`config.mk`:
```
export PLATFORM = sky130hd
export DESIGN_NAME = piece_scheduler
export DESIGN_NICKNAME = d
export VERILOG_FILES = /design/src/rtl/piece_scheduler.sv
export SDC_FILE = /design/constraint.sdc
export NUM_CORES = 1
export LEC_CHECK = 0
export CORE_MARGIN = 3
export CORE_UTILIZATION = 64
export CTS_BUF_LIST = sky130_fd_sc_hd__clkbuf_8 sky130_fd_sc_hd__clkbuf_16
export CTS_CLUSTER_SIZE = 14
export DETAILED_ROUTE_END_ITERATION = 10
export GPL_TIMING_DRIVEN = 1
export PLACE_DENSITY = 0.85
export SLEW_MARGIN = 40
export SYNTH_ARGS = -nofsm -noshare
export SYNTH_HDL_FRONTEND = slang
export SYNTH_SLANG_ARGS = --single-unit
```
`constraint.sdc`:
```
create_clock -name clk -period 5.9 [get_ports clk]
set_input_delay 0.885 -clock clk [delete_from_list [all_inputs] [get_ports clk]]
set_output_delay 0.885 -clock clk [all_outputs]
set_load 0.03 [all_outputs]
```
`src/rtl/piece_scheduler.sv`:
```
// 7-bag Tetris piece generator feeding a preview FIFO; optional bag rule under `PIECE_BAG_EN.
// One draw attempt per cycle (push within RETRY_MAX+1 cycles); pops only while piece_valid, draws stop when full.
module piece_scheduler #(
   parameter int unsigned DEPTH     = 3,
   parameter logic [15:0] SEED      = 16'hACE1,
   parameter int unsigned RETRY_MAX = 4
) (
   input  logic       clk,
   input  logic       rst,
   input  logic       start,
   input  logic       gameover,
   input  logic       piece_req,
   output logic       piece_valid,
   output logic [2:0] piece_idx,
   output logic [2:0] next_idx,
   output logic [2:0] queue_count,
   output logic       busy
);

   localparam int RW = (RETRY_MAX < 1) ? 1 : $clog2(RETRY_MAX + 1);
   localparam logic [RW-1:0] RMAX   = RW'(RETRY_MAX);
   localparam logic [2:0]    DEPTH3 = 3'(DEPTH);
   localparam logic [2:0]    LAST   = 3'(DEPTH - 1);

   typedef enum logic [1:0] {IDLE, DRAW, FULL, OVER} state_t;

   state_t         state, state_nxt;
   logic [15:0]    lfsr;
   logic           fb;
   logic [2:0]     cand, fallback, push_dat;
   logic           accept, push, pop, flush;
   logic [RW-1:0]  retry, retry_nxt;
   logic [2:0]     mem [0:7];
   logic [2:0]     rd_ptr, wr_ptr, count, count_nxt;
`ifdef PIECE_BAG_EN
   logic [6:0]     bag, bag_nxt, bag_set;
   logic [7:0]     bag_ext;
`endif

   function automatic logic [2:0] ptr_inc(input logic [2:0] p);
      return (p == LAST) ? 3'd0 : p + 3'd1;
   endfunction

   assign fb   = lfsr[15] ^ lfsr[13] ^ lfsr[12] ^ lfsr[10];
   assign cand = lfsr[2:0];

`ifdef PIECE_BAG_EN
   // Bit 7 is forced set so candidate 7 is rejected by the same lookup.
   assign bag_ext = {1'b1, bag};
   assign accept  = !bag_ext[cand];
   always_comb begin
      fallback = 3'd0;
      for (int i = 6; i >= 0; i--)
         if (!bag[i]) fallback = 3'(i);
   end
`else
   assign accept   = (cand != 3'd7);
   assign fallback = 3'd0;
`endif

   always_comb begin
      state_nxt = state;
      push      = 1'b0;
      pop       = 1'b0;
      flush     = 1'b0;
      push_dat  = cand;
      retry_nxt = retry;
      count_nxt = count;
      if (start) begin
         flush     = 1'b1;
         retry_nxt = '0;
         count_nxt = 3'd0;
         state_nxt = DRAW;
      end else if (gameover && state != IDLE) begin
         state_nxt = OVER;
      end else begin
         case (state)
            OVER: state_nxt = (count == DEPTH3) ? FULL : DRAW;
            DRAW, FULL: begin
               pop = piece_req && (count != 3'd0);
               if (state == DRAW) begin
                  if (accept) begin
                     push = 1'b1;
                  end else if (retry == RMAX) begin
                     push     = 1'b1;
                     push_dat = fallback;
                  end else begin
                     retry_nxt = retry + 1'b1;
                  end
                  if (push) retry_nxt = '0;
               end
               count_nxt = count + {2'b0, push} - {2'b0, pop};
               state_nxt = (count_nxt == DEPTH3) ? FULL : DRAW;
            end
            default: ;
         endcase
      end
   end

`ifdef PIECE_BAG_EN
   always_comb begin
      bag_set = bag | (7'b1 << push_dat);
      bag_nxt = bag;
      if (start)
         bag_nxt = 7'b0;
      else if (push)
         bag_nxt = (bag_set == 7'h7F) ? 7'b0 : bag_set;
   end

   always_ff @(posedge clk or posedge rst) begin
      if (rst) bag <= 7'b0;
      else     bag <= bag_nxt;
   end
`endif

   always_ff @(posedge clk or posedge rst) begin
      if (rst) begin
         state  <= IDLE;
         lfsr   <= SEED;
         retry  <= '0;
         rd_ptr <= 3'd0;
         wr_ptr <= 3'd0;
         count  <= 3'd0;
         for (int i = 0; i < 8; i++) mem[i] <= 3'd0;
      end else begin
         state <= state_nxt;
         lfsr  <= {lfsr[14:0], fb};
         retry <= retry_nxt;
         count <= count_nxt;
         if (flush) begin
            rd_ptr <= 3'd0;
            wr_ptr <= 3'd0;
         end else begin
            if (push) begin
               mem[wr_ptr] <= push_dat;
               wr_ptr      <= ptr_inc(wr_ptr);
            end
            if (pop) rd_ptr <= ptr_inc(rd_ptr);
         end
      end
   end

   assign piece_valid = (count != 3'd0) && (state == DRAW || state == FULL) && !gameover;
   assign piece_idx   = (count != 3'd0) ? mem[rd_ptr] : 3'd0;
   assign next_idx    = (count >= 3'd2) ? mem[ptr_inc(rd_ptr)] : 3'd0;
   assign queue_count = count;
   assign busy        = (state == DRAW);

endmodule

```
==> results.yml, run 1 <==
run_status:
  status: "finished clean"
placement:
  place_inst: 289
  port_buffers: 15
  dp.final_hpwl_um: 3570
  dp_worst_setup_slack_ps: 2619
  gp_congestion: 0.7916
worst_setup_path:
  critPathKind: "register to primary output"
  path_cells: "mux4_1 -> mux2i_1 -> nor2_1 -> clkdlybuf4s50_1"
  slowest_stage: "dfrtp_1"
  cp_slowest_stage_delay_ps: 870
  cp-endpoint: "next_idx[1]"
  r2r-end: "state[0]$_DFFE_PP0P_"
  cp.arrival_ps: 2630
  r2r_cells: 13
  critPathCaptureType: "primary output"
  r2r_start: "retry[0]$_DFFE_PP0P_"
  cp.required_ps: 5020
  cp_max_fo: 23
  cp-startpoint: "rd_ptr[1]$_DFFE_PP0P_"
  start_kind: "register"
  r2r_setup_slack_ps: 2920
routing:
  dr.pass1.iters: 4
  avgRoutedWirePerCell_um: 16.95
  vias: 1847
  totalWireLength_um: 5035
  drt-vias-per-instance: 6.219
  drtAntennaViolNets: 0
  remaining_drc_errors: 0
  drt_iter0_drc: 143
sta:
  rsz0062_at_grt: "no"
  slew_violations: 0
  fin_ws_ps: 2389
  finalClockSkew_ps: 12.62
  period_share_pct: 59.51
  hold_violations: 0
  period_minus_slack_ps: 3511
  fmax_mhz: 284.8
  hold_ws_ps: 360.2
  slew_headroom_pct: 47.12
  setup_tns_ps: 0
  setup_viol: 0
  worstMarginPinSlew_ps: 793.2
floorplanning:
  die_w_um: 73.01
  dieArea_sq_mm: 0.005330
  core_area_sq_mm: 0.004173
  die_y_um: 73.01
  fp-row-count: 23
  start_util_pct: 68.88
  pin_count: 16
final_layout:
  area_growth_pct: 8.925
  n_antenna_cell: 0
  drive_gt1_share_pct: 23.08
  seqCellArea_sq_mm: 0.001361
  layout_common_cells: "46 x dfrtp_1, 21 x mux2_2, 15 x clkdlybuf4s50_1"
  nFillCells: 299
  layout.cells.non_filler: 297
  final_common_cell: "dfrtp_1"
  multiInputGateArea_sq_mm: 0.001393
  nNetsFinal: 260
clock_network:
  cts_tree: "built"
  clk_pin_slew_ps: 90
  cts.repair.resized: 0
  clockRootBuffer: "clkbuf_8"
  postCtsHoldBufs: 0
  post_cts_buffers: 0
  cts_made_buffers: 5
  clk_latency_ps: 310
  ctsHtreeMaxLevel: 2
  cts.path.max_buffers: 2
  clock_sinks: 54
power:
  power_density_mw_per_mm2: 310.5
  irDropWorstVdd_uv: 198.0
  leakage_nw: 1.368
  power.total_w: 0.0009721
yosys:
  ys_seq_area_share_pct: 47.37
  ys_seq_elements: 54
  synthArstFlopShare_pct: 100.0
  ys_types: 55
  synth_ff_type: "dfrtp_1"
  synth_nets: 250
  syn_avg_cell_area_sq_um: 12.18
  yosys_warnings: 0
  synthesis.area_sq_mm: 0.002874
  synth_edf_count: 0
  synth_top_area_share_pct: 40.05
  synth_area_leaders: "dfrtp_1 40%, mux2_2 8.2%, dfstp_2 7.3%"
  synth_top_area_cell: "dfrtp_1"
  syn_inst: 236
global_route:
  first_global_vias: 1793
  grt_max_degree: 55
  overflow: 0
  grt_usage_pct: 21.62
  grt_pass1_wl_um: 8866
  antenna_found_initial: 0
flow_run:
  cap_violations: 0
min_path:
  hold_depth: 0
  hold_path.class: "register to register"
## kinds of logic (layout without fill, tap and decap cells)
kind of cell	after synthesis	count (layout)	synth area share (%)
DFF	54	54	47.37
muxes	37	37	18.50
AOI/OAI and AO/OA	40	40	9.709
xor gates and xnor gates	5	5	1.524
buffers and inverters	24	35	4.179
and+or+nand+nor	67	67	14.54
adders and majority gates	9	9	4.180
## report_power, final
part | switching [W] | leakage, nW | internal (W)
clock | 0.000122 | 0.0587 | 0.000129
sequential | 0.0000376 | 0.716 | 0.000386
combinational | 0.000176 | 0.593 | 0.000122
total | 0.000335 | 1.37 | 0.000637
## worst min-delay path by stage
stage / end / start / slack [ps]
3_5_place_dp: lfsr[4]$_DFF_PP0_ / lfsr[3]$_DFF_PP0_ / 340
2_1_floorplan: lfsr[4]$_DFF_PP0_ / lfsr[3]$_DFF_PP0_ / 330
5_1_grt: lfsr[6]$_DFF_PP1_ / lfsr[5]$_DFF_PP1_ / 370
3_3_place_gp: lfsr[15]$_DFF_PP1_ / lfsr[14]$_DFF_PP0_ / 330
4_1_cts: lfsr[6]$_DFF_PP1_ / lfsr[5]$_DFF_PP1_ / 360
6_report: lfsr[6]$_DFF_PP1_ / lfsr[5]$_DFF_PP1_ / 360
## state kept, by name (all words and copies together), names as in the netlist
register and flops:
state 2, mem 24, retry 3, wr_ptr 3
rd_ptr 3, lfsr 16, queue_count 3
## layer usage
metal | up-vias | GRT usage [%] | routed length, um
met5 | - | 0 | 0
met4 | 0 | 5.533 | 65
met3 | 7 | 4.132 | 121
met2 | 25 | 33.17 | 2495
met1 | 936 | 31.83 | 2352
li1 | 879 | - | -
## synthesized netlist by cell type (5+ instances only)
master / n
nand2_1: 10
mux4_2: 7
nor2b_1: 5
nand3_1: 9
ha_1: 8
buf_2: 6
mux2_2: 21
dfrtp_1: 46
a211oi_1: 5
nor2_1: 12
a21oi_1: 13
inv_1: 12
dfstp_2: 8
## layout make-up
| cell class | count | share of cell area (%) |
|---|---|---|
| Timing Repair Buffer | 15 | 4.796 |
| Tap cell | 50 | 1.998 |
| Clock buffer | 5 | 2.198 |
| Multi-Input combinational cell | 158 | 44.48 |
| Sequential cell | 54 | 43.49 |
| Inverter | 12 | 1.519 |
| Clock inverter | 3 | 1.519 |
## critical path, delay by kind of cell (launching register included)
kind                   cells  cell delay, ps
multiplexers               2             810
AND/OR/NAND/NOR            1              60
buffers and inverters      1             590
flip-flops                 1             870
## metrics by stage
stage,area [sq um],util (%)
4_1_cts,3131,75.02
3_3_place_gp,3012,72.17
6_report,3131,75.02
5_1_grt,3131,75.02
2_1_floorplan,2874,-
3_5_place_dp,3014,72.23
Power figures use the tool's default switching activity.
==> inputs of run 2 (changes only) <==
CORE_UTILIZATION = 59   (was 64)
PLACE_DENSITY = 0.79   (was 0.85)
clock period = 3.25 ns   (was 5.9 ns; I/O delays follow)
==> run 2 against run 1 <==
  * Flip-flop and latch count unchanged
  * Sequential share of layout area is 0.27 points lower
  * Routed wire length up 3.1%
  * Global-route usage fell by 1.4 points
  * Power rose by 75%
  * Setup slack worse by 2100 ps
  * Final cell count increased by 6.1%
  * Hold slack improved by 1.3 ps
  * Combinational power increased by 83%
  * Core utilization down 5.5 points
  * Highest routed layer unchanged
==> results.yml, run 2 (same netlist as run 1, synthesis figures left out) <==
clock_network:
  post_cts_buffers: 0
  ctsHtreeMaxLevel: 2
  cts_tree: "built"
  cts_made_buffers: 5
  clk_pin_slew_ps: 100
  postCtsHoldBufs: 0
  clk_latency_ps: 300
  cts.path.max_buffers: 2
  clockRootBuffer: "clkbuf_8"
  cts.repair.resized: 0
  clock_sinks: 54
final_layout:
  n_antenna_cell: 0
  layout_common_cells: "45 x dfrtp_1, 21 x mux2_2, 15 x clkdlybuf4s50_1"
  drive_gt1_share_pct: 24.40
  nFillCells: 320
  nNetsFinal: 263
  largest_reg_flops: 24
  regMostFlops: "mem"
  layout.cells.non_filler: 315
  largestRegisters: "mem: 24 flops, lfsr: 16 flops"
  area_growth_pct: 9.708
  final_common_cell: "dfrtp_1"
global_route:
  grt_pass1_wl_um: 8611
  overflow: 0
  antenna_found_initial: 0
  grt_max_degree: 40
  grt_usage_pct: 20.19
  first_global_vias: 1811
worst_setup_path:
  cp_max_fo: 15
  critPathKind: "register to primary output"
  critPathCaptureType: "primary output"
  r2r_cells: 13
  r2r-end: "state[0]$_DFFE_PP0P_"
  r2r_setup_slack_ps: 410
  start_kind: "register"
  cp.required_ps: 2760
  cp.arrival_ps: 2470
  r2r_start: "retry[0]$_DFFE_PP0P_"
floorplanning:
  die_w_um: 75.80
  die_y_um: 75.80
  fp-row-count: 24
  start_util_pct: 63.38
  dieArea_sq_mm: 0.005745
  core_area_sq_mm: 0.004534
  pin_count: 16
routing:
  dr.pass1.iters: 4
  totalWireLength_um: 5192
  avgRoutedWirePerCell_um: 16.48
  drtAntennaViolNets: 0
  drt_iter0_drc: 90
  vias: 1875
  drt-vias-per-instance: 5.952
  remaining_drc_errors: 0
power:
  irDropWorstVdd_uv: 287.7
  power_density_mw_per_mm2: 538.4
  leakage_nw: 1.370
placement:
  place_inst: 307
  dp.final_hpwl_um: 3779
  port_buffers: 15
  gp_congestion: 0.8679
sta:
  slew_violations: 0
  hold_violations: 0
  setup_tns_ps: 0
  slew_headroom_pct: 58.82
  setup_viol: 0
  rsz0062_at_grt: "no"
  finalClockSkew_ps: 10.25
  fmax_mhz: 338.6
  period_minus_slack_ps: 2954
  worstMarginPinSlew_ps: 617.7
  period_share_pct: 90.88
min_path:
  hold_end: "lfsr[10]$_DFF_PP1_"
  hold_path.class: "register to register"
  hold_start: "lfsr[9]$_DFF_PP0_"
  hold_depth: 0
run_status:
  status: "finished clean"
flow_run:
  cap_violations: 0
## run 2: changes by cell type in the layout (fill, tap and decap cells not counted)
cell	change
clkinv_4	-1
buf_4	+3
inv_4	-1
bufinv_16	-1
clkbuf_8	+1
inv_2	+1
clkinvlp_4	+1
dfrtp_1	-1
dfrtp_2	+1
## run 2: metrics by stage
stage / area, sq um / hold slack (ps) / total power [W] / util [%] / worst slack, ps
floorplan: 2874 / 331.2 / 0.001180 / - / 571.7
global placement: 3053 / 335.4 / 0.001309 / 67.33 / 471.5
detailed placement: 3053 / 337.8 / 0.001321 / 67.33 / 403.7
CTS: 3152 / 365.0 / 0.001717 / 69.51 / 92.04
global route: 3153 / 372.3 / 0.001803 / 69.54 / 180.6
finish: 3153 / 361.5 / 0.001698 / 69.54 / 296.3
## run 2: area by class of cell
cell class	instances	area [sq um]	area share, %
Multi-Input combinational cell	158	1393	44.17
Timing Repair Buffer	18	172.7	5.476
Inverter	12	45.04	1.429
Tap cell	65	81.33	2.579
Clock buffer	6	82.58	2.619
Sequential cell	54	1363	43.21
Clock inverter	2	16.27	0.5159
## run 2: routing by layer
layer  routed length, um  track usage [%]  up-vias
li1                    -                -      889
met1                2395            27.35      950
met2                2580            32.98       30
met3                 149            4.090        6
met4                  67            6.019        0
met5                   0                0        -
## run 2: worst max path at each step
| stage | slack, ps | start | cells after the start | to |
|---|---|---|---|---|
| after floorplan | 570 | retry[0]$_DFFE_PP0P_ | 14 | state[0]$_DFFE_PP0P_ |
| after global placement | 470 | piece_req | 10 | state[0]$_DFFE_PP0P_ |
| after detailed placement | 400 | retry[0]$_DFFE_PP0P_ | 13 | state[0]$_DFFE_PP0P_ |
| after CTS | 90 | rd_ptr[1]$_DFFE_PP0P_ | 4 | next_idx[0] |
| after global routing | 180 | retry[0]$_DFFE_PP0P_ | 13 | state[1]$_DFFE_PP0P_ |
| final | 300 | rd_ptr[0]$_DFFE_PP0P_ | 3 | piece_idx[2] |
## run 2: critical path: stages (launching register included)
cell             delay [ps]
dfrtp_1                 750
mux4_2                  580
a22o_1                  240
clkdlybuf4s50_1         590
## run 2: where the power goes
| group | switching (W) | internal [W] |
|---|---|---|
| Sequential | 0.0000622 | 0.000701 |
| Combinational | 0.000319 | 0.000224 |
| Clock | 0.000215 | 0.000176 |
